[src/rtl/img_pkg.sv]
// -----------------------------------------------------------------------------
// img_pkg
// Shared constants for the ROM -> coprocessor -> frame-buffer -> VGA image
// path: image dimensions for every supported zoom level, default sizes for
// the sequencer, address width and the sequencer state encoding.
// No ports (package).
// -----------------------------------------------------------------------------
package img_pkg;

  // Image dimensions, smallest (20x15) to full VGA (640x480).
  localparam int IMG_20_W  = 20;   localparam int IMG_20_H  = 15;
  localparam int IMG_40_W  = 40;   localparam int IMG_40_H  = 30;
  localparam int IMG_80_W  = 80;   localparam int IMG_80_H  = 60;
  localparam int IMG_160_W = 160;  localparam int IMG_160_H = 120;
  localparam int IMG_320_W = 320;  localparam int IMG_320_H = 240;
  localparam int IMG_640_W = 640;  localparam int IMG_640_H = 480;

  // Sequencer defaults: 160x120 source in ROM, 640x480 frame buffer.
  localparam int DEF_ADDR_W         = 19;
  localparam int DEF_SRC_PIXELS     = IMG_160_W * IMG_160_H;
  localparam int DEF_MAX_OUT_PIXELS = IMG_640_W * IMG_640_H;
  localparam int DEF_SETTLE_CYCLES  = 15;

  // Coprocessor stall watchdog width (only used with SEQ_WATCHDOG_EN).
  localparam int WDOG_W = 24;

  // State encoding, visible on seq_state for debug LEDs.
  localparam logic [2:0] SEQ_SETTLE  = 3'd0;
  localparam logic [2:0] SEQ_FEED    = 3'd1;
  localparam logic [2:0] SEQ_DRAIN   = 3'd2;
  localparam logic [2:0] SEQ_DISPLAY = 3'd3;
  localparam logic [2:0] SEQ_BYPASS  = 3'd4;
  localparam logic [2:0] SEQ_ERROR   = 3'd5;

  typedef enum logic [2:0] {
    ST_SETTLE  = SEQ_SETTLE,
    ST_FEED    = SEQ_FEED,
    ST_DRAIN   = SEQ_DRAIN,
    ST_DISPLAY = SEQ_DISPLAY,
    ST_BYPASS  = SEQ_BYPASS,
    ST_ERROR   = SEQ_ERROR
  } seq_state_e;

  // Switch configuration as seen by the sequencer.
  typedef struct packed {
    logic [3:0] alg;    // one-hot algorithm select, 0 = bypass
    logic [1:0] scale;  // zoom factor select
  } cfg_t;

endpackage

[src/rtl/cfg_change_detect.sv]
// -----------------------------------------------------------------------------
// cfg_change_detect
// Registers the switch configuration every cycle and flags a one-cycle
// cfg_change_o whenever the live input differs from the registered copy.
// The first cycle after reset never flags a change, so the power-up switch
// position does not look like a user edit.
// Ports:
//   clk, resetn   clock, asynchronous active-low reset
//   cfg_i         live {alg, scale} switch configuration
//   cfg_change_o  combinational pulse, high while cfg_i != registered copy
// -----------------------------------------------------------------------------
module cfg_change_detect
  import img_pkg::*;
(
  input  logic clk,
  input  logic resetn,
  input  cfg_t cfg_i,
  output logic cfg_change_o
);

  cfg_t cfg_q;
  logic primed_q;

  // primed_q stands in for "reset to the current input": until the first
  // clock after reset has captured cfg_i, the comparison is masked. This
  // avoids an asynchronous load of a data value into the flops.
  // NOTE: sequential state is written with non-blocking assignments only, so
  // every flop samples the pre-edge value of every other flop.
  always_ff @(posedge clk or negedge resetn) begin
    if (!resetn) begin
      cfg_q    <= '0;
      primed_q <= 1'b0;
    end else begin
      cfg_q    <= cfg_i;
      primed_q <= 1'b1;
    end
  end

  assign cfg_change_o = primed_q && (cfg_i != cfg_q);

endmodule

[src/rtl/frame_proc_sequencer.sv]
// -----------------------------------------------------------------------------
// frame_proc_sequencer
// Central controller of the image path. After reset, a soft restart or any
// switch change, the coprocessor is held in reset for SETTLE_CYCLES+1 clocks.
// It then either streams the source image out of ROM into the coprocessor
// (FEED), waits for the tail of the output stream (DRAIN) and hands the
// frame buffer to VGA (DISPLAY), or, with no algorithm selected, leaves the
// VGA showing the ROM directly (BYPASS).
//
// Optional feature, macro SEQ_WATCHDOG_EN: a 24-bit stall counter in
// FEED/DRAIN; 2^24-1 consecutive idle cycles force the ERROR state and set
// the sticky wdog_err output.
//
// Ports:
//   clk, resetn       clock, asynchronous active-low reset
//   soft_rst          synchronous restart request (highest priority)
//   cfg_alg/cfg_scale algorithm one-hot select (0 = bypass), zoom select
//   cp_resetn/cp_start coprocessor reset (active low) and start
//   cp_in_ready       coprocessor accepts the pixel at rom_addr this cycle
//   cp_out_valid      coprocessor presents an output pixel this cycle
//   cp_done           coprocessor finished the frame
//   rom_addr          source ROM read address
//   ram_waddr/ram_wren frame-buffer write address / enable (enable is
//                     combinational, same cycle as cp_out_valid)
//   show_processed    1 = VGA reads the frame buffer, 0 = VGA reads ROM
//   busy              high in SETTLE/FEED/DRAIN
//   overflow          sticky, last frame-buffer location has been written
//   seq_state         current state encoding
//   wdog_err          (SEQ_WATCHDOG_EN only) sticky stall error
// -----------------------------------------------------------------------------
module frame_proc_sequencer
  import img_pkg::*;
#(
  parameter int ADDR_W         = DEF_ADDR_W,
  parameter int SRC_PIXELS     = DEF_SRC_PIXELS,
  parameter int MAX_OUT_PIXELS = DEF_MAX_OUT_PIXELS,
  parameter int SETTLE_CYCLES  = DEF_SETTLE_CYCLES
) (
  input  logic              clk,
  input  logic              resetn,
  input  logic              soft_rst,
  input  logic [3:0]        cfg_alg,
  input  logic [1:0]        cfg_scale,
  output logic              cp_resetn,
  output logic              cp_start,
  input  logic              cp_in_ready,
  input  logic              cp_out_valid,
  input  logic              cp_done,
  output logic [ADDR_W-1:0] rom_addr,
  output logic [ADDR_W-1:0] ram_waddr,
  output logic              ram_wren,
  output logic              show_processed,
  output logic              busy,
  output logic              overflow,
  output logic [2:0]        seq_state
`ifdef SEQ_WATCHDOG_EN
  ,
  output logic              wdog_err
`endif
);

  localparam int CNT_W = (SETTLE_CYCLES < 1) ? 1 : $clog2(SETTLE_CYCLES + 1);
  localparam logic [CNT_W-1:0]  SETTLE_LOAD = CNT_W'(SETTLE_CYCLES);
  localparam logic [ADDR_W-1:0] SRC_LAST    = ADDR_W'(SRC_PIXELS - 1);
  localparam logic [ADDR_W-1:0] OUT_LAST    = ADDR_W'(MAX_OUT_PIXELS - 1);

  seq_state_e        state_q, state_d;
  logic [CNT_W-1:0]  settle_q, settle_d;
  logic [ADDR_W-1:0] rom_addr_q, rom_addr_d;
  logic [ADDR_W-1:0] ram_waddr_q, ram_waddr_d;
  logic              overflow_q, overflow_d;
  logic              cp_resetn_q, cp_start_q, show_q, busy_q;
  logic              cfg_change, restart, active, wr_en;

`ifdef SEQ_WATCHDOG_EN
  localparam logic [WDOG_W-1:0] WDOG_LIMIT = '1;
  logic [WDOG_W-1:0] wdog_cnt_q, wdog_cnt_d;
  logic              wdog_err_q, wdog_err_d;
`endif

  cfg_change_detect u_cfg_change_detect (
    .clk          (clk),
    .resetn       (resetn),
    .cfg_i        ('{alg: cfg_alg, scale: cfg_scale}),
    .cfg_change_o (cfg_change)
  );

  assign restart = soft_rst || cfg_change;
  assign active  = (state_q == ST_FEED) || (state_q == ST_DRAIN);
  // Writes stop once the last frame-buffer location has been used.
  assign wr_en   = active && cp_out_valid && !overflow_q;

  // NOTE: every variable driven here gets a default before any branch, so no
  // path can leave one unassigned and infer a latch.
  always_comb begin
    state_d     = state_q;
    settle_d    = settle_q;
    rom_addr_d  = rom_addr_q;
    ram_waddr_d = ram_waddr_q;
    overflow_d  = overflow_q;

    // Write address advances after each write and saturates on the last
    // location, where the write still happens but flags overflow.
    if (wr_en) begin
      if (ram_waddr_q == OUT_LAST) overflow_d  = 1'b1;
      else                         ram_waddr_d = ram_waddr_q + ADDR_W'(1);
    end

    unique case (state_q)
      ST_SETTLE: begin
        if (settle_q == '0) state_d = (cfg_alg == 4'd0) ? ST_BYPASS : ST_FEED;
        else                settle_d = settle_q - CNT_W'(1);
      end
      ST_FEED: begin
        if (cp_in_ready) begin
          // The last source pixel is accepted in place: no wrap.
          if (rom_addr_q == SRC_LAST) state_d = ST_DRAIN;
          else                        rom_addr_d = rom_addr_q + ADDR_W'(1);
        end
        if (cp_done) state_d = ST_DISPLAY;
      end
      ST_DRAIN: begin
        if (cp_done) state_d = ST_DISPLAY;
      end
      default: ;  // DISPLAY, BYPASS, ERROR wait for a restart
    endcase

`ifdef SEQ_WATCHDOG_EN
    wdog_err_d = wdog_err_q;
    wdog_cnt_d = '0;
    if (active && !(cp_in_ready || cp_out_valid || cp_done)) begin
      wdog_cnt_d = wdog_cnt_q + WDOG_W'(1);
      if (wdog_cnt_d == WDOG_LIMIT) begin
        state_d    = ST_ERROR;
        wdog_err_d = 1'b1;
      end
    end
`endif

    // Restart overrides everything, including a SETTLE already in progress.
    if (restart) begin
      state_d     = ST_SETTLE;
      settle_d    = SETTLE_LOAD;
      rom_addr_d  = '0;
      ram_waddr_d = '0;
      overflow_d  = 1'b0;
`ifdef SEQ_WATCHDOG_EN
      wdog_cnt_d  = '0;
      wdog_err_d  = 1'b0;
`endif
    end
  end

  // Control outputs are decoded from the next state and registered, so they
  // change on the same edge as the state itself. The coprocessor stays out
  // of reset in DISPLAY so its last results are left undisturbed.
  always_ff @(posedge clk or negedge resetn) begin
    if (!resetn) begin
      state_q     <= ST_SETTLE;
      settle_q    <= SETTLE_LOAD;
      rom_addr_q  <= '0;
      ram_waddr_q <= '0;
      overflow_q  <= 1'b0;
      cp_resetn_q <= 1'b0;
      cp_start_q  <= 1'b0;
      show_q      <= 1'b0;
      busy_q      <= 1'b1;
    end else begin
      state_q     <= state_d;
      settle_q    <= settle_d;
      rom_addr_q  <= rom_addr_d;
      ram_waddr_q <= ram_waddr_d;
      overflow_q  <= overflow_d;
      cp_resetn_q <= (state_d == ST_FEED) || (state_d == ST_DRAIN) ||
                     (state_d == ST_DISPLAY);
      cp_start_q  <= (state_d == ST_FEED) || (state_d == ST_DRAIN);
      show_q      <= (state_d == ST_DISPLAY);
      busy_q      <= (state_d == ST_SETTLE) || (state_d == ST_FEED) ||
                     (state_d == ST_DRAIN);
    end
  end

`ifdef SEQ_WATCHDOG_EN
  always_ff @(posedge clk or negedge resetn) begin
    if (!resetn) begin
      wdog_cnt_q <= '0;
      wdog_err_q <= 1'b0;
    end else begin
      wdog_cnt_q <= wdog_cnt_d;
      wdog_err_q <= wdog_err_d;
    end
  end

  assign wdog_err = wdog_err_q;
`endif

  assign cp_resetn      = cp_resetn_q;
  assign cp_start       = cp_start_q;
  assign rom_addr       = rom_addr_q;
  assign ram_waddr      = ram_waddr_q;
  assign ram_wren       = wr_en;
  assign show_processed = show_q;
  assign busy           = busy_q;
  assign overflow       = overflow_q;
  assign seq_state      = state_q;

endmodule

[config.mk]
export PLATFORM = sky130hd
export DESIGN_NAME = frame_proc_sequencer
export DESIGN_NICKNAME = d
export VERILOG_FILES = /design/src/rtl/img_pkg.sv /design/src/rtl/cfg_change_detect.sv /design/src/rtl/frame_proc_sequencer.sv
export SDC_FILE = /design/constraint.sdc
export NUM_CORES = 1
export LEC_CHECK = 0
export ABC_AREA = 1
export BUFFER_PORTS_ARGS = -buffer_cell sky130_fd_sc_hd__buf_4
export CELL_PAD_IN_SITES_DETAIL_PLACEMENT = 0
export CELL_PAD_IN_SITES_GLOBAL_PLACEMENT = 1
export CORE_MARGIN = 1.5
export CORE_UTILIZATION = 41
export CTS_BUF_LIST = sky130_fd_sc_hd__clkbuf_16
export CTS_CLUSTER_DIAMETER = 60
export DETAILED_ROUTE_END_ITERATION = 6
export PLACE_DENSITY_LB_ADDON = 0.1
export SLEW_MARGIN = 20
export SYNTH_ARGS = -nofsm -noshare
export SYNTH_HDL_FRONTEND = slang
export SYNTH_SLANG_ARGS = --single-unit
export TNS_END_PERCENT = 1
[constraint.sdc]
create_clock -name clk -period 2 [get_ports clk]
set_input_delay 0.6 -clock clk [delete_from_list [all_inputs] [get_ports clk]]
set_output_delay 0.6 -clock clk [all_outputs]
set_load 0.02 [all_outputs]
---- After elaboration in Yosys (flattened, before gate mapping) ----
Index checks and enable logic that the tools add are counted.
word-level totals
  register bits ........................... 57
operators by class
  $add $sub $neg .......................... 3
  equality and inequality tests ........... 11
  muxes and demuxes ....................... 21
  reductions and logical operators ........ 23
operators by type and width
  kind                   number
  $mux 19                7
  $add 19x1->19 const B  2
  $mux 3                 7
  $eq 19x15->1 const B   1
  $eq 19x19->1 const B   1
  $mux 4                 3
  $reduce_bool 2->1      5
  $eq 3x2->1 const B     3
  $pmux 3 s3             1
  $logic_not 4->1        2
  $eq 3x1->1 const B     2
  $logic_not 3->1        2
  $logic_or 1x1->1       6
  $ne 2x2->1 const B     3
  $ne 6x6->1             1
  $reduce_and 2->1       3
  $sub 4x1->4 const B    1
  $logic_and 1x1->1      3
  $mux 1                 3
  $reduce_and 3->1       1
  $logic_not 1->1        1

---- Logic depth before layout (Yosys ltp) ----
Gate-level depths: netlist (run 1).
  depth after elaboration ................. 9
  depth in mapped cells ................... 12
  mapped depth without buffers ............ 12

---- Cells and area by module ----
A second synthesis (run 1) with hierarchy kept.
unflattened totals
  cell total of the unflattened synthesis .. 466
  area total of the unflattened synthesis .. 3449.6 sq um
modules (own cells, without submodules)
  module                instances  cells each  area an instance (sq um)  sequential area each (sq um)
  frame_proc_sequencer  1          422         3131.8                    1257.5
  cfg_change_detect     1          44          317.8                     175.2

---- Least setup slack after synthesis (run 1) ----
OpenSTA, ideal clock, no wires.
  path type ............................... register to register
  start ................................... register ram_waddr_q[0], in the netlist ram_waddr[0]
  end ..................................... register ram_waddr_q[5], in the netlist ram_waddr[5]
  arrival time ............................ 1.724 ns
  data required time ...................... 1.873 ns
  setup slack ............................. 0.149 ns
  stages on the path, launching flop included .. 12
  buffers on the path ..................... 1
  clock period less this slack ............ 1.851 ns
  cells stage by stage .................... dfrtp_1 -> ha_1 -> nand3_2 -> nor2_4 -> nand2_2 -> nor2_2 -> nand2_1 -> nand2_2 -> inv_2 -> buf_6 -> nand4_1 -> o21ai_0
on the way
  longest elaborated chain between the ends .. 4
  elaborated cells between the ends (all ways) .. 7
  classes of those cells .................. 1 x add/sub; 2 x eq/ne; 3 x mux; 1 x reduce/logical
ends and longest elaborated chain
  what                    line                         RTL
  from (decl)             frame_proc_sequencer.sv:70   logic [ADDR_W-1:0] ram_waddr_q, ram_waddr_d;
  from (signal assigned)  frame_proc_sequencer.sv:172  ram_waddr_q <= ram_waddr_d;
  $add 19x1->19           frame_proc_sequencer.sv:106  else ram_waddr_d = ram_waddr_q + ADDR_W'(1);
  $mux 19                 frame_proc_sequencer.sv:105  if (ram_waddr_q == OUT_LAST) overflow_d = 1'b1;
  $mux 19                 frame_proc_sequencer.sv:104  if (wr_en) begin
  $mux 19                 frame_proc_sequencer.sv:141  if (restart) begin
Several ways; a longest one is shown, not always the timed one. The select of a mux whose other input is x is not followed.
A chain may end at the register's enable or synchronous reset.

---- Worst setup path in the final report (run 1) ----
  start ................................... register state_q[1], in the netlist seq_state[1]
  end ..................................... output port ram_wren
on the way
  longest elaborated chain between the ends .. 4
  elaborated cells between the ends (all ways) .. 5
  classes of those cells .................. 2 x eq/ne; 3 x reduce/logical
ends and longest elaborated chain
  what                                      line                         RTL
  from (decl)                               frame_proc_sequencer.sv:67   seq_state_e state_q, state_d;
  from (signal assigned)                    frame_proc_sequencer.sv:169  state_q <= state_d;
  $eq 3x1->1 or $eq 3x2->1 (tied branches)  frame_proc_sequencer.sv:89   assign active = (state_q == ST_FEED) || (state_q == ST_DRAIN);
  $logic_or 1x1->1 (*)                      frame_proc_sequencer.sv:89
  $logic_and 1x1->1 (*) (2 in a row)        frame_proc_sequencer.sv:91   assign wr_en = active && cp_out_valid && !overflow_q;
  to (decl)                                 frame_proc_sequencer.sv:51   output logic ram_wren,
Every way passes the cells marked *; elsewhere a longest branch is shown, timed or not.

==> qor_table.md, run 1 <==
| Step | Metric | This run |
| --- | --- | --- |
| pwr | Leakage power of the design | 0.00211 uW |
| timing | Unrepaired setup endpoints after global routing | yes |
| routing | Total routed wirelength | 9140 um |
| placement | Routability-driven placement congestion ratio | 0.896 |
| synthesis | Area of the mapped netlist | 0.00343 mm2 |
| critical path | Crit-path max FO | 4 |
| placement | Final HPWL DP | 6870 um |
| timing | Transition at the pin with the smallest max-transition slack | 0.515 ns |
| status | Run status | completed |
| clock network | CTS Buf Count | 9 |
| flow run | Maximum Capacitance Violations | 0 |
| critical path | Crit end category | output port |
| die | Vertical die dimension | 94.5 um |
| synthesis | Post-synthesis simple-gate area fraction | 0.361 |
| final layout | Non-filler instance count after layout | 668 |
| global route | Pin count of the biggest net entering global routing | 33 |
| routing | Met1 Routed Length | 4110 um |
| global route | First-pass GRT wire length | 15100 um |
| placement | Cell Count Post-Placement | 647 |
| clock network | Deepest clock path buffer count | 2 |
| critical path | Cell-by-cell trace of the critical path | inv_1 -> nand2_1 -> nand4_1 -> nor2_2 -> buf_4 |
| die | Number of placement rows | 33 |
| final layout | Final #Nets | 573 |
| critical path | Depth of the most critical reg-to-reg path | 10 |
| critical path | Data required time of the critical path | 1.40 ns |
| timing | Post-route fraction of the period consumed by the critical path | 0.996 |
| timing | Final Critical Period | 1.99 ns |
| die | Core Box Area | 0.00818 mm2 |
| critical path | Worst stage delay on the critical path | 0.40 ns |
| routing | Total met2 wirelength after detailed routing | 4460 um |
| synthesis | Net count of the mapped netlist | 489 |
| final layout | Area growth from synthesis to final layout | 30.9% |
| global route | Vias in the first global route | 3268 |
| routing | Via density per instance | 5.05 |
| synthesis | Number of register bits inferred by synthesis | 57 |
| placement | Worst setup timing slack at the placement stage | 0.0211 ns |
| final layout | Area of all placed cells without fillers | 0.00449 mm2 |
| timing | Fmax | 502 MHz |
| global route | Antenna violations before repair | 0 |
| critical path | Cell type of the slowest stage on the worst timing path | sky130_fd_sc_hd__dfrtp_1 |
| final layout | Finished Core Util | 0.549 |
| timing | Relative slew margins | 0.654 |
| synthesis | Synthesized-area fraction occupied by ao, oa, aoi and oai cells | 0.0897 |
| timing | Setup violations, final | 0 |
| die | Die outline area | 0.00893 mm2 |
| clock network | Sink count of the clock tree | 57 |
| routing | Count of TritonRoute iterations in the first routing pass | 4 |
| synthesis | Total number of yosys warnings | 0 |
| clock network | TritonCTS clock tree | yes |
| synthesis | Gate count of the mapped netlist | 474 |
| routing | DR top layer | met4 |
| synthesis | Number of distinct library cells after synthesis | 31 |
| pwr | Peak supply drop | 0.000460 V |
| timing | Clock skew | 0.00749 ns |
| placement | # port buffers | 58 |
| synthesis | Post-synthesis xor/xnor area fraction | 0.0306 |
| critical path | Critical setup path kind | reg2out |
| synthesis | Mux cell area share after synthesis | 0 |
| routing | Violation count after the first detailed-routing iteration | 157 |
| timing | Fin Setup TNS | 0 ns |
| synthesis | Dominant combinational cell family by area after synthesis | simple AND/OR/NAND/NOR gates |
| timing | Pins over their slew limit | 0 |
| synthesis | Register area share after synthesis | 0.418 |
| die | Die width | 94.5 um |
| final layout | Antenna cell count | 0 |
| synthesis | Adder-Cell Fraction of Synth Area | 0.0109 |
| timing | Min setup slack post-route | 0.00845 ns |
| hold path | Class of the tightest hold or removal check | in2async |
| routing | Number of nets with antenna violations after routing | 0 |
| clock network | Clock-pin slew on the worst setup and hold paths | 0.06 ns |
| timing | Final hold violation count | 0 |
| synthesis | Post-Synthesis Mean Instance Area | 7.24 um2 |
| pwr | Total power density per cell area | 665 mW/mm2 |
| final layout | Fraction of final layout cells sized beyond drive strength 1 | 0.234 |
| global route | Residual overflow from global routing | 0 |
| die | Initial core utilization | 0.420 |
| global route | Total Routing Usage GR | 0.220 |
| critical path | Worst endpoint data arrival time | 1.39 ns |
| die | Boundary pin count | 59 |
| routing | DRC viols | 0 |
| placement | Area of placed instances | 0.00411 mm2 |
| routing | Via count | 3375 |
| clock network | CTS Root Cell | sky130_fd_sc_hd__clkbuf_16 |
| critical path | Setup crit start kind | register |
| clock network | Clock latency on the worst-skew pair | 0.33 ns |
| clock network | H-tree levels | 3 |
| routing | Routed length per instance | 13.7 um |
| routing | Met3 Routed Length | 329 um |
[layout by cell type, fill, tap and decap left out]
cell / n
sky130_fd_sc_hd__conb_1: 1
sky130_fd_sc_hd__nand2_4: 1
sky130_fd_sc_hd__clkinvlp_4: 1
sky130_fd_sc_hd__nor3_2: 3
sky130_fd_sc_hd__clkinv_4: 3
sky130_fd_sc_hd__a21oi_4: 1
sky130_fd_sc_hd__a211oi_1: 1
sky130_fd_sc_hd__inv_1: 67
sky130_fd_sc_hd__o21bai_1: 1
sky130_fd_sc_hd__o21ai_1: 6
sky130_fd_sc_hd__dfrtp_2: 1
sky130_fd_sc_hd__buf_12: 3
sky130_fd_sc_hd__a21oi_1: 12
sky130_fd_sc_hd__nor2_4: 1
sky130_fd_sc_hd__dfstp_2: 5
sky130_fd_sc_hd__xor2_1: 12
sky130_fd_sc_hd__bufinv_16: 2
sky130_fd_sc_hd__clkbuf_16: 9
sky130_fd_sc_hd__nor3_1: 20
sky130_fd_sc_hd__buf_4: 77
sky130_fd_sc_hd__dfrtp_1: 51
sky130_fd_sc_hd__nand2_1: 111
sky130_fd_sc_hd__nand4_1: 26
sky130_fd_sc_hd__nand3_2: 1
sky130_fd_sc_hd__ha_1: 2
sky130_fd_sc_hd__o21a_1: 3
sky130_fd_sc_hd__o21ai_0: 12
sky130_fd_sc_hd__ha_2: 1
sky130_fd_sc_hd__o211ai_1: 1
sky130_fd_sc_hd__nor2_2: 3
sky130_fd_sc_hd__nand3_1: 40
sky130_fd_sc_hd__nor2_1: 65
sky130_fd_sc_hd__nand2_2: 6
sky130_fd_sc_hd__inv_6: 1
sky130_fd_sc_hd__or2_2: 1
sky130_fd_sc_hd__inv_2: 1
sky130_fd_sc_hd__o21ai_2: 11
[kinds of logic after synthesis]
kind of cell / after synthesis
xor+xnor: 12
flops: 57
simple gates: 278
buf+inv: 75
fa+ha+maj: 3
compound gates: 48
other cells: 1
[repair_timing]
action,in CTS,in global routing
hold buffers,0,0
cloned,0,0
resized for setup,2,7
pin swaps,0,2
buffers inserted,2,3
endpoints found under the setup margin,1,17
[metrics by stage]
step           power [uW]  hold slack, ns
2_1_floorplan        1250           0.304
3_3_place_gp         1330           0.491
3_5_place_dp         1330           0.498
4_1_cts              3010           0.199
5_1_grt              3080           0.208
6_report             2990           0.184
[worst max-delay path: cells and delay by family (launching register included)]
kind | cells | cell delay (ns)
buf+inv | 2 | 0.25
flops | 1 | 0.40
simple gates | 3 | 0.42
[state kept, by name (all words and copies together) (netlist names), 3 cells and up]
name,flops
ram_waddr,19
rom_addr,19
seq_state,3
settle_q,4
u_cfg_change_detect.cfg_q,6
[synth_stat cells, drive strengths merged]
master  number  share of area
dfrtp       52           0.38
nand3       41          0.061
xor2        12          0.031
o21bai       1         0.0022
a21oi       13          0.022
nor2        69          0.079
inv         68          0.074
nand2      118           0.13
nor3        23          0.036
a211oi       1         0.0022
buf          7          0.015
dfstp        5          0.038
or2          1         0.0018
ha           3          0.011
o211ai       1         0.0022
o21a         3         0.0066
nand4       26          0.047
conb         1         0.0011
o21ai       29          0.054
[path summary, 6_finish.rpt]
check	from	end	slack (ns)
worst min-delay path	resetn	u_cfg_change_detect.cfg_q[1]	0.18
worst max-delay path	seq_state[1]	ram_wren	0.008
max in group asynchronous	resetn	settle_q[1]	1.26
min in group clk	cfg_scale[1]	u_cfg_change_detect.cfg_q[1]	0.39
worst max register to register	ram_waddr[1]	ram_waddr[14]	0.11
worst min register to register	settle_q[0]	settle_q[0]	0.50
[layout make-up]
| class | instances | area [um2] |
|---|---|---|
| Fill cell | 783 | 3680 |
| Multi-Input combinational cell | 342 | 1710 |
| Sequential cell | 57 | 1430 |
| Timing Repair Buffer | 80 | 638 |
| Inverter | 68 | 255 |
| Clock buffer | 9 | 225 |
| Tap cell | 105 | 131 |
| Clock inverter | 7 | 103 |
[metal layers]
metal | track usage | vias up
met4 | 0.0945 | 0
met1 | 0.266 | 1571
met5 | 0 | -
met3 | 0.0443 | 20
met2 | 0.380 | 73
li1 | - | 1711
[power by group]
group / internal, uW / switching [uW] / leakage (uW)
Sequential: 1170 / 5.64 / 0.000762
Combinational: 46.2 / 88.3 / 0.00119
Clock: 1100 / 583 / 0.000156
Total: 2310 / 677 / 0.00211
No activity file was read; power rests on OpenSTA's default activity.
==> inputs of run 2 (changes only) <==
==> constraint.sdc (replaced) <==
create_clock -name clk -period 2 [get_ports clk]
set_input_delay 0.6 -clock clk [delete_from_list [all_inputs] [get_ports clk]]
set_output_delay 0.6 -clock clk [all_outputs]
set_load 0.005 [all_outputs]
==> run 2 against run 1 <==
  * Clock-buffer cell count stayed put
  * First-iteration DRC count grew 4.5%
  * Core utilization shrank 0.18 points
  * Flip-flop and latch count unchanged
  * Critical path depth unchanged
  * Design area shrank 0.33%
  * Global-route usage up 0.62 points
  * Critical path type unchanged
==> qor_table.md, run 2 (synthesis results as in run 1) <==
| Step | Metric | This run |
| --- | --- | --- |
| final layout | Most frequent standard cell in the layout excluding fill and tap cells | sky130_fd_sc_hd__nand2_1 |
| die | Die outline area | 0.00893 mm2 |
| critical path | Crit end category | output port |
| timing | Final Critical Period | 1.93 ns |
| global route | First-pass GRT wire length | 15500 um |
| routing | Number of nets with antenna violations after routing | 0 |
| die | Die width | 94.5 um |
| timing | Unrepaired setup endpoints after global routing | yes |
| timing | Post-route fraction of the period consumed by the critical path | 0.967 |
| timing | Fmax | 517 MHz |
| critical path | Category of cells accounting for the largest share of critical-path delay | simple AND/OR/NAND/NOR gates |
| clock network | TritonCTS clock tree | yes |
| clock network | Clock-pin slew on the worst setup and hold paths | 0.05 ns |
| clock network | CTS Buf Count | 9 |
| pwr | Design internal power | 2310 uW |
| critical path | Cell-by-cell trace of the critical path | inv_1 -> nand2_1 -> nand4_1 -> nor2_2 -> buf_4 |
| global route | Vias in the first global route | 3252 |
| routing | Total routed wirelength | 9410 um |
| clock network | Hold-fix buffers at CTS | 0 |
| die | Number of placement rows | 33 |
| routing | Via density per instance | 5.09 |
| final layout | Finished Core Util | 0.548 |
| critical path | Setup crit start kind | register |
| clock network | Deepest clock path buffer count | 2 |
| flow run | Maximum Capacitance Violations | 0 |
| critical path | Cell type of the slowest stage on the worst timing path | sky130_fd_sc_hd__dfrtp_1 |
| timing | Min setup slack post-route | 0.0652 ns |
| critical path | Count of buffer and inverter cells on the critical path | 2 |
| pwr | Leakage power of the design | 0.00210 uW |
| status | Run status | completed |
| die | Initial core utilization | 0.420 |
| timing | Transition at the pin with the smallest max-transition slack | 0.583 ns |
| pwr | Total power density per cell area | 670 mW/mm2 |
| critical path | Data required time of the critical path | 1.40 ns |
| critical path | Worst endpoint data arrival time | 1.33 ns |
| pwr | Clk pwr share | 0.565 |
| timing | Final hold violation count | 0 |
| placement | Final HPWL DP | 7070 um |
| die | Boundary pin count | 59 |
| pwr | Peak supply drop | 0.000358 V |
| final layout | Fraction of final layout cells sized beyond drive strength 1 | 0.232 |
| pwr | Total power consumption of the routed design | 3000 uW |
| timing | Relative slew margins | 0.609 |
| routing | Routed length per instance | 14.1 um |
| clock network | Sink count of the clock tree | 57 |
| final layout | Final #Nets | 571 |
| placement | Worst setup timing slack at the placement stage | -0.00815 ns |
| timing | Setup violations, final | 0 |
| routing | Violation count after the first detailed-routing iteration | 164 |
| critical path | Crit-path max FO | 4 |
| global route | Total Routing Usage GR | 0.226 |
| pwr | Net load switching power | 685 uW |
| final layout | Antenna cell count | 0 |
| placement | Routability-driven placement congestion ratio | 0.923 |
| pwr | Fraction of power spent switching nets | 0.228 |
| critical path | Critical setup path kind | reg2out |
| clock network | CTS Root Cell | sky130_fd_sc_hd__clkbuf_16 |
| critical path | Worst stage delay on the critical path | 0.39 ns |
| critical path | Instance count on the critical path | 5 |
| critical path | Depth of the most critical reg-to-reg path | 10 |
| clock network | H-tree levels | 3 |
| hold path | Class of the tightest hold or removal check | in2async |
| final layout | Leading cell types in the layout, fill and taps excluded | sky130_fd_sc_hd__nand2_1, sky130_fd_sc_hd__buf_4, sky130_fd_sc_hd__inv_1, sky130_fd_sc_hd__nor2_1, sky130_fd_sc_hd__dfrtp_1 |
| timing | Clock skew | 0.00600 ns |
| placement | # port buffers | 58 |
| pwr | Relative contribution of sequential cells to total power | 0.391 |
| die | Vertical die dimension | 94.5 um |
| routing | Count of TritonRoute iterations in the first routing pass | 5 |
| global route | Residual overflow from global routing | 0 |
| routing | Via count | 3390 |
| global route | Pin count of the biggest net entering global routing | 33 |
| pwr | Combinational share of power | 0.045 |
| routing | DRC viols | 0 |
| die | Core Box Area | 0.00818 mm2 |
| clock network | Clock latency on the worst-skew pair | 0.33 ns |
| global route | Antenna violations before repair | 0 |
| final layout | Area growth from synthesis to final layout | 30.5% |
| timing | Pins over their slew limit | 0 |
run 2: area by class of cell:
type                            count  area [um2]
Inverter                           68         255
Clock buffer                        9         225
Tap cell                          105         131
Clock inverter                      7         103
Fill cell                         807        3700
Multi-Input combinational cell    342        1710
Timing Repair Buffer               78         623
Sequential cell                    57        1430
run 2: worst reg2reg max path: cells and delay by family (launching register included):
kind	cells	cell delay, ns
adder cells (fa/ha/maj)	1	0.24
flip-flops	1	0.42
AO/OA/AOI/OAI	1	0.06
AND/OR/NAND/NOR	8	1.06
run 2: worst paths after layout:
check / from / endpoint / slack, ns
worst min register to register: settle_q[0] / settle_q[0] / 0.51
worst min-delay path: resetn / u_cfg_change_detect.cfg_q[1] / 0.19
min in group clk: cfg_alg[1] / u_cfg_change_detect.cfg_q[3] / 0.40
worst max register to register: ram_waddr[1] / ram_waddr[14] / 0.10
worst max-delay path: seq_state[1] / ram_wren / 0.07
max in group asynchronous: resetn / settle_q[0] / 1.26
run 2: layer usage:
layer	GRT usage	wire length, um
met4	0.0833	167
met2	0.403	4800
met3	0.0338	319
met1	0.276	4130
met5	0	0
run 2: timing repair:
action / in CTS / in global routing
buffers inserted: 2 / 0
endpoints found under the setup margin: 1 / 15
pin swaps: 0 / 1
gates cloned: 0 / 0
resized for setup: 2 / 6
run 2: power groups by stage:
stage	Sequential, uW	Clock (uW)	Combinational, uW
6_report	1170	1690	134
5_1_grt	1170	1770	154
4_1_cts	1170	1710	138
3_5_place_dp	1190	0	137
3_3_place_gp	1190	0	135
2_1_floorplan	1190	0	61.0
run 2: stage by stage:
stage	cells	setup TNS (ns)	instance area (um2)	hold slack [ns]
global route	666	-0.0658	4480	0.216
detailed placement	648	-0.00815	4120	0.513
global placement	648	0	4120	0.490
floorplan	474	0	3430	0.304
finish	666	0	4480	0.187
CTS	666	0	4470	0.203
